File: src/rtl/wash_pkg.sv
// Shared defaults and washing-machine FSM state encodings for the plant-side
// timing/level stage.
package wash_pkg;

    localparam int unsigned WASH_PRESCALE    = 4;
    localparam int unsigned WASH_FILL_LEVEL  = 8;
    localparam int unsigned WASH_CYCLE_TICKS = 20;
    localparam int unsigned WASH_SPIN_TICKS  = 10;

    localparam int unsigned WASH_STATE_W = 3;

    typedef enum logic [WASH_STATE_W-1:0] {
        ST_IDLE  = 3'd0,
        ST_FILL  = 3'd1,
        ST_WASH  = 3'd2,
        ST_DRAIN = 3'd3,
        ST_RINSE = 3'd4,
        ST_SPIN  = 3'd5
    } wash_state_e;

    // spin_en is decoded from the controller state with this helper.
    function automatic logic is_spin_state(input wash_state_e s);
        return s == ST_SPIN;
    endfunction

endpackage

File: src/rtl/wash_tick_timer.sv
// Duration timer: counts prescaled ticks while enabled, raises a sticky
// time_out after TICKS ticks, and clears synchronously when en drops.
module wash_tick_timer
    import wash_pkg::*;
#(
    parameter int unsigned TICKS = WASH_CYCLE_TICKS
) (
    input  logic clk,
    input  logic rst,
    input  logic en,
    input  logic tick,
    output logic time_out
);

    localparam int unsigned CW = $clog2(TICKS + 1);

    if (TICKS < 1) begin : g_bad_ticks
        $fatal(1, "wash_tick_timer: TICKS must be >= 1");
    end

    logic [CW-1:0] r_count;
    logic          r_time_out;

    // Count stops at TICKS; timeout is registered on the tick that reaches it.
    always_ff @(posedge clk or posedge rst) begin
        if (rst) begin
            r_count    <= '0;
            r_time_out <= 1'b0;
        end else if (!en) begin
            r_count    <= '0;
            r_time_out <= 1'b0;
        end else if (tick && (r_count != CW'(TICKS))) begin
            r_count <= r_count + CW'(1);
            if (r_count == CW'(TICKS - 1)) begin
                r_time_out <= 1'b1;
            end
        end
    end

    assign time_out = r_time_out;

endmodule

File: src/rtl/wash_timer_level_unit.sv
// Plant model next to the washer FSM: tank level counter, wash/rinse and spin
// duration timers, all paced by a free-running prescaled tick.
module wash_timer_level_unit
    import wash_pkg::*;
#(
    parameter int unsigned PRESCALE    = WASH_PRESCALE,
    parameter int unsigned FILL_LEVEL  = WASH_FILL_LEVEL,
    parameter int unsigned CYCLE_TICKS = WASH_CYCLE_TICKS,
    parameter int unsigned SPIN_TICKS  = WASH_SPIN_TICKS
) (
    input  logic                              clk,
    input  logic                              rst,
    input  logic                              fill_valve_on,
    input  logic                              drained_valve_on,
    input  logic                              motor_on,
    input  logic                              spin_en,
    output logic [$clog2(FILL_LEVEL+1)-1:0]   level,
    output logic                              water_filled,
    output logic                              drained,
    output logic                              cycle_time_out,
    output logic                              spin_time_out
);

    localparam int unsigned LW = $clog2(FILL_LEVEL + 1);
    localparam int unsigned PW = (PRESCALE > 1) ? $clog2(PRESCALE) : 1;

    if ((PRESCALE < 1) || (FILL_LEVEL < 1) || (CYCLE_TICKS < 1) || (SPIN_TICKS < 1)) begin : g_bad_param
        $fatal(1, "wash_timer_level_unit: all parameters must be >= 1");
    end

    logic [PW-1:0] r_pre;
    logic [LW-1:0] r_level;
    logic          w_tick;
    logic          w_fill_only;
    logic          w_drain_only;

    assign w_tick = (r_pre == PW'(PRESCALE - 1));

    always_ff @(posedge clk or posedge rst) begin
        if (rst) begin
            r_pre <= '0;
        end else if (w_tick) begin
            r_pre <= '0;
        end else begin
            r_pre <= r_pre + PW'(1);
        end
    end

    assign w_fill_only  = fill_valve_on && !drained_valve_on;
    assign w_drain_only = drained_valve_on && !fill_valve_on;

    // Level saturates at both ends; both valves open is treated as a hold.
    always_ff @(posedge clk or posedge rst) begin
        if (rst) begin
            r_level <= '0;
        end else if (w_tick) begin
            if (w_fill_only && (r_level != LW'(FILL_LEVEL))) begin
                r_level <= r_level + LW'(1);
            end else if (w_drain_only && (r_level != '0)) begin
                r_level <= r_level - LW'(1);
            end
        end
    end

    assign level        = r_level;
    assign water_filled = (r_level == LW'(FILL_LEVEL));
    assign drained      = (r_level == '0);

    wash_tick_timer #(
        .TICKS (CYCLE_TICKS)
    ) u_cycle_timer (
        .clk      (clk),
        .rst      (rst),
        .en       (motor_on),
        .tick     (w_tick),
        .time_out (cycle_time_out)
    );

    wash_tick_timer #(
        .TICKS (SPIN_TICKS)
    ) u_spin_timer (
        .clk      (clk),
        .rst      (rst),
        .en       (spin_en),
        .tick     (w_tick),
        .time_out (spin_time_out)
    );

endmodule
File: config.mk
export PLATFORM = sky130hd
export DESIGN_NAME = wash_timer_level_unit
export DESIGN_NICKNAME = d
export VERILOG_FILES = /design/src/rtl/wash_pkg.sv /design/src/rtl/wash_tick_timer.sv /design/src/rtl/wash_timer_level_unit.sv
export SDC_FILE = /design/constraint.sdc
export NUM_CORES = 1
export LEC_CHECK = 0
export ABC_AREA = 1
export CORE_MARGIN = 4
export CORE_UTILIZATION = 50
export CTS_BUF_LIST = sky130_fd_sc_hd__clkbuf_8
export DETAILED_ROUTE_END_ITERATION = 6
export GPL_TIMING_DRIVEN = 0
export PLACE_DENSITY_LB_ADDON = 0.25
export SYNTH_ARGS = -nofsm -noshare
export SYNTH_HDL_FRONTEND = slang
export SYNTH_SLANG_ARGS = --single-unit
File: constraint.sdc
create_clock -name clk -period 1.6 [get_ports clk]
set_input_delay 0.32 -clock clk [delete_from_list [all_inputs] [get_ports clk]]
set_output_delay 0.32 -clock clk [all_outputs]
set_load 0.01 [all_outputs]
==> metrics, run 1 <==
site row count 15; routed wire length 2300 µm; post-synthesis cell type count 22; Power Density 1350 nW/µm²; Slew headroom 57.3%; Die Span X 52.8 µm; sequential element share of the synthesized area 42.3%; Iter 0 DRT Violations 8; reported max-cap violation count 0; CTS Buf Count 3; CTS Hold Bufs 0; DRC viols 0; full die area 2790 µm²; I/O pin count 14; dpl cells 160; Setup crit end kind register; via-per-instance ratio 5.21; final worst setup slack -0.0227 ns; nets 164; CTS tree done; post-synth top area cell dfrtp_1; First-pass DRT Iterations 4; Antenna Nets Post-Route 0; setup violators final 2; Worst-Skew Late Latency 0.25 ns; min cycle time layout 1.62 ns; kind of critical path register to register; clk root buf clkbuf_8; Vias 901; first-pass GRT wire length 4000 µm; Area contributors post-synth dfrtp_1 (42%), ha_1 (10%), nand2_1 (8.6%), inv_1 (7.5%), nand3_1 (6.0%); crit start category register; pin count of the biggest net entering global routing 18; Period Utilization, post-route 101%; Most common cell on crit path nand2_1; antenna cells 0; post-route insts no fill 173; Clock transition at path regs 0.06 ns; hold depth 1; Synth Cell Area 1000 µm²; vias in the first global route 984; VDD IR-drop max 0.000764 V; CP peak stage delay 0.40 ns; IO buf count 13; GP Congestion 0.888; Sinks on Clock Net 17; GRT overflow 0; Peak Freq 616 MHz; failing checks negative setup slack; syn nets 137; worst path required time 1.74 ns; hpwl dp 1450 µm; Cell Chain, Critical Path inv_2 > nor2_4 > nand2_2 > nand2_4 > ha_4 > nand3_4 > nor2b_4 > nand2_1 > nand2_1 > o21bai_1 > nand2_1; commonest non-fill, non-tap cell in the layout nand2_1; Syn. warnings 0; starting density of the core 55.2%; Avg Inst Size Synth 8.24 µm²; WHS 0.436 ns; Slew Limit Fails 0; Slowest cell on crit path dfrtp_1; reg2reg path depth 11; core area 1820 µm²; post-synthesis cell count 122; Routed WL per cell 13.3 µm; antenna violations before repair 0; gr usage total 19.7%; H-tree level count 1; Slew @ Worst Pin 0.641 ns; fillers 136; RSZ-0062 raised after global routing yes; critical path arrival 1.76 ns; Yosys reg bits 17; leak pwr 0.676 nW; hold crit path type register to register; Hold Fails Final Rpt 0; layout cells sized above 1 27.7%; critical path fanouts, max 4; area grow syn2layout 35.2%; area fraction of the dominant cell type after synthesis 42.3%; status finished, violations left; most frequent cells in the layout nand2_1 (19), inv_1 (18), dfrtp_1 (14), nand3_1 (10); pre-CTS setup slack -0.389 ns; DIE HEIGHT 52.8 µm; post-route core utilization 74.6%; clock skew 0.00142 ns; Clock Path Buffers 2
-- registers in the layout (all words and copies together), names as in the netlist --
name and cells:
level 4, r_pre 2, u_cycle_timer.r_count 5, u_spin_timer.r_count 4, u_spin_timer.time_out 1, u_cycle_timer.time_out 1
-- cell usage after synthesis --
library cell  number
a21oi_1            3
a31oi_1            1
dfrtp_1           17
fa_1               1
ha_1               8
inv_1             20
inv_2              1
nand2_1           23
nand2_2            1
nand2_4            3
nand3_1           12
nor2_1            12
nor2_2             1
nor2b_1            1
nor3_1             3
nor4_2             1
o21a_1             1
o21ai_0            8
o21ai_2            1
o21bai_1           1
o22ai_1            1
xnor2_1            2
-- layer usage --
metal | track usage (%) | part of all wire [%] | vias up
met1 | 20.2 | 39 | 438
met3 | 3.70 | 4.3 | 6
li1 | - | - | 438
met4 | 9.79 | 2.1 | 0
met2 | 37.4 | 55 | 19
met5 | 0 | 0 | -
-- per-stage QoR --
step	setup TNS [ns]	area, µm²	total power (W)
floorplan	0	1030	0.000950
global placement	-0.689	1190	0.00115
detailed placement	-0.806	1190	0.00118
CTS	-0.00609	1310	0.00161
global route	-0.153	1360	0.00193
finish	-0.0319	1360	0.00183
-- layout make-up --
cell class | instances | area [µm²] | share of cell area (%)
Inverter | 21 | 78.8 | 5.80
Sequential cell | 17 | 429 | 31.6
Tap cell | 25 | 31.3 | 2.30
Timing Repair Buffer | 22 | 186 | 13.7
Multi-Input combinational cell | 84 | 588 | 43.3
Clock buffer | 3 | 41.3 | 3.04
Clock inverter | 1 | 3.75 | 0.276
-- kinds of logic after synthesis --
| logic type | synth area share (%) |
|---|---|
| AO/OA/AOI/OAI | 9.09 |
| XOR/XNOR | 1.74 |
| adder cells (fa/ha/maj) | 12.0 |
| buffers and inverters | 7.85 |
| flip-flops | 42.3 |
| AND/OR/NAND/NOR | 27.0 |
-- repair_timing --
action | 4_1_cts | 5_1_grt
pin swaps | 4 | 9
setup buffers | 7 | 2
hold endpoints to repair | 0 | 0
gates resized for setup | 16 | 13
setup endpoints to repair | 5 | 2
-- worst paths after layout --
| kind | end | startpoint | slack, ns |
|---|---|---|---|
| min reg2reg | r_pre[0] | r_pre[0] | 0.44 |
| min | r_pre[0] | r_pre[0] | 0.44 |
| max reg2reg | level[3] | level[3] | -0.02 |
| max | level[3] | level[3] | -0.02 |
| min in group asynchronous | r_pre[1] | rst | 0.45 |
| max in group asynchronous | level[2] | rst | 0.70 |
-- worst max-delay path, delay by kind of cell (launching register included) --
kind / cells / cell delay [ns]
AOI/OAI and AO/OA: 1 / 0.12
buffers and inverters: 1 / 0.09
DFF: 1 / 0.40
adders and majority gates: 1 / 0.30
and+or+nand+nor: 8 / 0.61
-- power by group --
group	switching (W)	internal [W]	leakage (nW)
registers	0.0000663	0.000491	0.220
clock network	0.000139	0.000170	0.0269
logic	0.000485	0.000478	0.429
Note: power is estimated with default switching activity, not from simulation.
==> run 2, diff against run 1 <==
==> constraint.sdc (replaced) <==
create_clock -name clk -period 1.6 [get_ports clk]
set_input_delay 0.24 -clock clk [delete_from_list [all_inputs] [get_ports clk]]
set_output_delay 0.24 -clock clk [all_outputs]
set_load 0.01 [all_outputs]
==> metrics, run 2 (same netlist as run 1, synthesis figures left out) <==
CTS tree done; Power Density 1290 nW/µm²; Worst-Skew Late Latency 0.25 ns; clk root buf clkbuf_8; starting density of the core 55.2%; layout cells sized above 1 25.0%; critical path arrival 1.72 ns; Antenna Nets Post-Route 0; clock skew 0.000661 ns; reported max-cap violation count 0; VDD IR-drop max 0.000694 V; Slew @ Worst Pin 0.617 ns; I/O pin count 14; routed wire length 2050 µm; CTS Hold Bufs 0; area grow syn2layout 35.0%; nets 164; First-pass DRT Iterations 4; hold crit path type primary input to asynchronous set/reset pin; RSZ-0062 raised after global routing yes; Period Utilization, post-route 98.9%; Die Span X 52.8 µm; Setup crit end kind register; Slew headroom 58.8%; antenna cells 0; DRC viols 0; H-tree level count 1; antenna violations before repair 0; Iter 0 DRT Violations 9; first-pass GRT wire length 3920 µm; core area 1820 µm²; hpwl dp 1450 µm; setup violators final 0; pin count of the biggest net entering global routing 18; Vias 873; Slew Limit Fails 0; DIE HEIGHT 52.8 µm; critical path fanouts, max 4; vias in the first global route 960; post-route core utilization 74.5%; Clock transition at path regs 0.06 ns; Clock Path Buffers 2; worst path required time 1.74 ns; Top reg by flops u_cycle_timer.r_count; commonest non-fill, non-tap cell in the layout nand2_1; Peak Freq 632 MHz; Hold Fails Final Rpt 0; power consumption 0.00174 W; GRT overflow 0; most frequent cells in the layout nand2_1 (19), inv_1 (18), dfrtp_1 (14), nor2_1 (11), nand3_1 (10); kind of critical path register to register; Routed WL per cell 11.9 µm; Sinks on Clock Net 17; site row count 15; IO buf count 13; full die area 2790 µm²; gr usage total 19.4%; via-per-instance ratio 5.05; GP Congestion 0.888; crit start category register; min cycle time layout 1.58 ns; CTS Buf Count 3; max reg flops 5; status finished clean; leak pwr 0.693 nW
## run 2: cell type report
| class | count | area [µm²] |
|---|---|---|
| Clock inverter | 1 | 3.75 |
| Inverter | 21 | 78.8 |
| Fill cell | 133 | 464 |
| Sequential cell | 17 | 429 |
| Tap cell | 25 | 31.3 |
| Clock buffer | 3 | 41.3 |
| Multi-Input combinational cell | 84 | 568 |
| Timing Repair Buffer | 22 | 204 |
## run 2: metrics by stage
| step | cell area (µm²) | TNS [ns] | worst slack, ns | hold WS, ns | std cells |
|---|---|---|---|---|---|
| detailed placement | 1190 | -0.566 | -0.309 | 0.423 | 160 |
| CTS | 1280 | 0 | 0.00830 | 0.384 | 170 |
| floorplan | 1030 | 0 | 0.00216 | 0.166 | 122 |
| finish | 1360 | 0 | 0.0178 | 0.362 | 173 |
| global placement | 1190 | -0.449 | -0.276 | 0.414 | 160 |
| global route | 1360 | -0.0670 | -0.0624 | 0.417 | 173 |
## run 2: where the power goes
part           switching (W)  leakage (nW)  internal [W]  total, W
Combinational       0.000422         0.446      0.000467  0.000889
Clock               0.000136        0.0269      0.000170  0.000306
Sequential         0.0000582         0.220      0.000491  0.000549
Total               0.000616         0.693       0.00113   0.00174
## run 2: path summary, 6_finish.rpt
kind | slack [ns] | startpoint | end | cells past startpoint
hold / removal | 0.36 | rst | u_spin_timer.time_out | 2
min in group clk | 0.43 | r_pre[0] | r_pre[0] | 1
setup reg to reg | 0.02 | level[3] | level[3] | 11
setup / recovery | 0.02 | level[3] | level[3] | 11
hold reg to reg | 0.43 | r_pre[0] | r_pre[0] | 1
max in group asynchronous | 0.80 | rst | level[2] | 2
## run 2: what timing repair did
action | CTS | global route
endpoints found under the setup margin | 3 | 4
setup buffers | 6 | 3
gates resized for setup | 7 | 16
pin swaps | 2 | 7
## run 2: metal layers
metal | up-vias | wire, µm | part of all wire, % | track usage [%]
met4 | 0 | 33 | 1.6 | 9.79
li1 | 438 | - | - | -
met2 | 17 | 1090 | 53 | 36.8
met1 | 414 | 846 | 41 | 19.7
met5 | - | 0 | 0 | 0
met3 | 4 | 81 | 3.9 | 3.70
## run 2: critical path, stage by stage (launching register included)
cell and delay (ns):
dfrtp_1 0.39, inv_2 0.09, nor2_4 0.04, nand2_2 0.08, nand2_4 0.08, ha_4 0.29, nand3_2 0.08, nor2b_4 0.13
nand2_1 0.06, nand2_1 0.05, o21bai_1 0.12, nand2_1 0.06
